--- src/rtl/contador_cascada.sv ---
// contador_cascada: extends an upstream 4-bit up/down/load counter with a
// HI_W-bit wrap counter driven by its ripple-carry. The output is {hi, q_prev}.
// The optional step checker is built only when CONTADOR_CASCADA_CHECK_EN is
// defined. It flags any upstream step that disagrees with the mode.
module contador_cascada #(
  parameter int unsigned HI_W = 8
) (
  input  logic            clk,
  input  logic            rst,
  input  logic            enable,
  input  logic [1:0]      modo,
  input  logic [3:0]      q_in,
  input  logic            rco_in,
  input  logic            clr_err,
  output logic [HI_W+3:0] cuenta,
  output logic            valid,
  output logic            ovf,
  output logic            err
);

  localparam int unsigned QW = 4;

  typedef enum logic [1:0] {
    IDLE  = 2'd0,
    TRACK = 2'd1,
    FAULT = 2'd2
  } state_t;

  state_t          state_q, state_d;
  logic [HI_W-1:0] hi_q, hi_d;
  logic [QW-1:0]   q_prev_q, q_prev_d;
  logic [1:0]      modo_prev_q, modo_prev_d;
  logic            valid_q, valid_d;
  logic            ovf_q, ovf_d;
  logic            err_q, err_d;

  logic [HI_W-1:0] hi_nx_c;
  logic            wrap_c;
  logic            step_bad_c;

  // Wrap-counter update implied by the current upstream mode and carry
  always_comb begin
    hi_nx_c = hi_q;
    wrap_c  = 1'b0;
    case (modo)
      2'd0: begin
        if (rco_in) begin
          hi_nx_c = hi_q + HI_W'(1);
          wrap_c  = &hi_q;
        end
      end
      2'd1, 2'd2: begin
        if (rco_in) begin
          hi_nx_c = hi_q - HI_W'(1);
          wrap_c  = (hi_q == '0);
        end
      end
      default: hi_nx_c = '0;
    endcase
  end

`ifdef CONTADOR_CASCADA_CHECK_EN
  logic [QW-1:0] exp_q_c;
  logic          exp_rco_c;

  // Expected upstream value and carry given the previous sample and mode
  always_comb begin
    exp_q_c   = q_prev_q;
    exp_rco_c = 1'b0;
    case (modo)
      2'd0: begin
        exp_q_c   = q_prev_q + QW'(1);
        exp_rco_c = (q_prev_q == '1);
      end
      2'd1: begin
        exp_q_c   = q_prev_q - QW'(1);
        exp_rco_c = (q_prev_q == '0);
      end
      2'd2: begin
        // Upstream down-by-3 wraps 0/1/2 to 12/13/14, not to mod-16 values
        exp_q_c   = (q_prev_q > QW'(2)) ? (q_prev_q - QW'(3)) : (q_prev_q + QW'(12));
        exp_rco_c = (q_prev_q < QW'(3));
      end
      default: begin
        exp_q_c   = q_prev_q;
        exp_rco_c = 1'b0;
      end
    endcase
    step_bad_c = ((modo != 2'd3) && (q_in != exp_q_c)) || (rco_in != exp_rco_c);
  end

  assign err = err_q;
`else
  assign step_bad_c = 1'b0;
  assign err        = 1'b0;
`endif

  // Next-state and registered-output logic
  always_comb begin
    state_d     = state_q;
    hi_d        = hi_q;
    q_prev_d    = q_prev_q;
    modo_prev_d = modo_prev_q;
    valid_d     = valid_q;
    ovf_d       = 1'b0;
    err_d       = err_q;
    if (clr_err) begin
      state_d = IDLE;
      valid_d = 1'b0;
      err_d   = 1'b0;
    end else if (enable) begin
      q_prev_d    = q_in;
      modo_prev_d = modo;
      valid_d     = 1'b1;
      case (state_q)
        IDLE: begin
          state_d = TRACK;
        end
        TRACK, FAULT: begin
          hi_d  = hi_nx_c;
          ovf_d = wrap_c;
          // A mode change makes this cycle a resync, so it is not checked
          if ((state_q == TRACK) && (modo == modo_prev_q) && step_bad_c) begin
            err_d   = 1'b1;
            state_d = FAULT;
          end
        end
        default: begin
          state_d = IDLE;
          valid_d = 1'b0;
        end
      endcase
    end
  end

  // State and output registers
  always_ff @(posedge clk or posedge rst) begin
    if (rst) begin
      state_q     <= IDLE;
      hi_q        <= '0;
      q_prev_q    <= '0;
      modo_prev_q <= '0;
      valid_q     <= 1'b0;
      ovf_q       <= 1'b0;
      err_q       <= 1'b0;
    end else begin
      state_q     <= state_d;
      hi_q        <= hi_d;
      q_prev_q    <= q_prev_d;
      modo_prev_q <= modo_prev_d;
      valid_q     <= valid_d;
      ovf_q       <= ovf_d;
      err_q       <= err_d;
    end
  end

  assign cuenta = {hi_q, q_prev_q};
  assign valid  = valid_q;
  assign ovf    = ovf_q;

endmodule

--- config.mk ---
export PLATFORM = sky130hd
export DESIGN_NAME = contador_cascada
export DESIGN_NICKNAME = d
export VERILOG_FILES = /design/src/rtl/contador_cascada.sv
export SDC_FILE = /design/constraint.sdc
export NUM_CORES = 1
export LEC_CHECK = 0
export ABC_AREA = 1
export ABC_CLOCK_PERIOD_IN_PS = 1700
export BUFFER_PORTS_ARGS = -buffer_cell sky130_fd_sc_hd__buf_2
export CORE_UTILIZATION = 25
export DETAILED_ROUTE_END_ITERATION = 8
export GPL_TIMING_DRIVEN = 0
export MAX_ROUTING_LAYER = met4
export PLACE_DENSITY = 0.48
export RECOVER_POWER = 100
export SYNTH_ARGS = -nofsm -noshare
export SYNTH_HDL_FRONTEND = slang
export SYNTH_SLANG_ARGS = --single-unit
--- constraint.sdc ---
create_clock -name clk -period 1.7 [get_ports clk]
set_clock_uncertainty 0.15 [all_clocks]
set_input_delay 0 -clock clk [delete_from_list [all_inputs] [get_ports clk]]
set_output_delay 0 -clock clk [all_outputs]
set_load 0.03 [all_outputs]
==> flow_summary.yaml <==
yosys:
  synth.top_cells.by_count: "nand2_1, inv_1, dfrtp_1"
  syn_avg_cell_area_um2: 7.53
  synth_flop_cell: "dfrtp_1"
  synth_most_common_cell: "nand2_1"
  synth_edf_count: 0
  synthesis.instances: 136
  ys_ff_latch: 15
  ys_warn_count: 0
  ys_seq_area_frac: 0.367
  syn-num-nets: 156
  syn_area_mm2: 0.00102
  synth_area_leaders: "dfrtp_1, nand2_1, ha_1"
  async_reset_ff_frac: 1.00
  yosys.area.top_type_share: 0.367
  synth_top_cell_by_area: "dfrtp_1"
  synth_cell_types: 22
worst_setup_path:
  critPathRequiredTime_ns: 1.69
  endpoint_kind: "register"
  startpoint: "hi_q[3]$_DFFE_PP0P_"
  arrival_ns: 1.61
  critPathKind: "reg2reg"
  regToRegStartpoint: "hi_q[3]$_DFFE_PP0P_"
  critPathCapture: "hi_q[6]$_DFFE_PP0P_"
  path_max_fanout: 5
  r2r_end: "hi_q[6]$_DFFE_PP0P_"
  rrSetupSlack_ns: 0.08
  worst_r2r_path_depth: 6
  start_kind: "register"
clock_network:
  root_buffer: "clkbuf_8"
  clockBufferDepth: 2
  htree_levels: 1
  clk_pin_slew_ns: 0.06
  clock-sinks: 15
  cts_tree: "built"
  numCtsBuffers: 3
  clk_latency_ns: 0.25
die:
  die_area_mm2: 0.00435
  die_h_um: 66.0
  rows: 22
  die_w_um: 66.0
  start_util: 0.269
  core_area_mm2: 0.00380
  io_pins: 26
cells_and_area:
  seqCellArea_um2: 380
  syn_to_final_growth_pct: 36.1
  multiInputGateArea_um2: 602
  fill_cells: 428
  n_antenna_cell: 0
  fin_area_mm2: 0.00139
  drive_above_1_share: 0.216
  final_util: 0.367
  nNetsFinal: 197
timing:
  drv_slew: 0
  rsz0062_at_grt: "yes"
  fin_crit_ns: 1.62
  post-route-period-util: 0.953
  max_freq_ghz: 0.617
  worst_slew_pin_slew_ns: 0.587
  fin_ws_ns: 0.0797
  max_slew_margin: 0.608
  finalSetupViolations: 0
  finalHoldViolCount: 0
drt:
  ant_nets: 0
  routed_wl_um: 2350
  post_drt_wl_per_cell_um: 10.5
  drc: 0
  firstDrtPassIters: 4
  via_per_inst: 4.32
  dr.first_iter.drc_count: 24
  dr_total_vias: 967
grt:
  met3_usage: 0.0414
  grt_use_total: 0.121
  grt_pass1_wl_um: 3900
  overflow: 0
  gr-usage-met2: 0.196
  grt_max_degree: 16
  grt_pass1_vias: 889
  grt_busiest_layer: "met2"
  antenna_found_initial: 0
  grtUsageMet1: 0.153
flow_run:
  max-cap-violations: 0
placement:
  globalplace.congestion: 0.814
  dp_hpwl_um: 1770
  place_ws_ns: -0.327
  io_buffers: 24
  place_area_mm2: 0.00121
power:
  total_power_mw: 2.05
  p_per_area_mw_per_mm2: 1470
  p_leak_nw: 0.704
  ir_drop_mv: 0.526
hold_path:
  min_from: "modo[1]"
  hp-class: "in2reg"
  hold_depth: 5
outcome:
  outcome: "complete, no violations"
==> cell families (layout without fill, tap and decap cells) <==
kind of cell	after synthesis	count (layout)	synth area share
adder cells (fa/ha/maj)	9	9	0.117
buffers and inverters	22	62	0.0868
flip-flops	15	15	0.367
AND/OR/NAND/NOR	78	78	0.357
other	1	1	0.00366
AO/OA/AOI/OAI	10	10	0.0599
XOR/XNOR	1	1	0.00856
==> critical path, cell delays in order, from the launching register on <==
cell,delay [ns]
dfrtp_2,0.45
ha_4,0.26
or2_2,0.32
nand3b_1,0.12
nand3_1,0.08
nand3_1,0.08
nand2_1,0.05
==> worst min-delay path by stage <==
stage | end | slack, ns
CTS | hi_q[1]$_DFFE_PP0P_ | 0.18
finish | hi_q[1]$_DFFE_PP0P_ | 0.18
global route | hi_q[1]$_DFFE_PP0P_ | 0.19
global placement | q_prev_q[3]$_DFFE_PP0P_ | -0.06
floorplan | hi_q[4]$_DFFE_PP0P_ | -0.25
detailed placement | q_prev_q[2]$_DFFE_PP0P_ | -0.05
==> power by group <==
| part | switching [mW] | leakage, nW | internal [mW] |
|---|---|---|---|
| sequential | 0.137 | 0.185 | 0.469 |
| combinational | 0.724 | 0.493 | 0.426 |
| clock | 0.130 | 0.0255 | 0.162 |
| total | 0.992 | 0.704 | 1.06 |
==> per-stage QoR <==
stage	hold slack, ns	TNS, ns	std cells
2_1_floorplan	-0.249	0	136
3_3_place_gp	-0.0617	-0.890	208
3_5_place_dp	-0.0532	-1.05	208
4_1_cts	0.178	0	224
5_1_grt	0.191	-0.0257	224
6_report	0.175	0	224
==> area by class of cell <==
cell class	instances	share of cell area
multi-input combinational	99	0.432
sequential	15	0.273
timing repair buffer	36	0.155
clock inverter	1	0.00359
clock buffer	3	0.0296
buffer	1	0.00539
inverter	21	0.0584
tap	48	0.0431
==> metal layers <==
metal	vias up	wire [µm]	part of all wire
met5	-	0	0
met2	24	1110	0.47
li1	504	-	-
met3	0	96	0.041
met1	439	1140	0.49
met4	0	0	0
==> sequential cells by signal (all words and copies together), names as in the netlist <==
| name | count |
|---|---|
| q_prev_q | 4 |
| state_q | 1 |
| valid | 1 |
| hi_q | 8 |
| ovf | 1 |
==> cells in the final DEF, fill, tap and decap left out, types with 2 or more instances in the layout <==
cell type / Yosys / routed
nand3_1: 9 / 9
nand2_1: 45 / 44
dfrtp_1: 15 / 11
a21oi_1: 5 / 4
inv_1: 19 / 17
buf_4: 1 / 2
dlygate4sd3_1: 0 / 10
nor2_1: 13 / 13
nand4_1: 2 / 2
dfrtp_2: 0 / 4
inv_2: 1 / 3
o21ai_2: 3 / 2
ha_1: 8 / 5
buf_2: 0 / 10
clkbuf_8: 0 / 3
nand3b_1: 3 / 3
o21ai_1: 2 / 2
ha_4: 0 / 3
clkbuf_1: 0 / 14
or2_2: 2 / 2
==> repair_timing <==
item | in CTS | in global routing
pin swaps | 0 | 1
setup buffers | 2 | 0
gates resized for setup | 3 | 6
hold buffers | 10 | 0
setup endpoints to repair | 1 | 4
endpoints found under the hold margin | 22 | 0
Note: power is estimated with default switching activity, not from simulation.
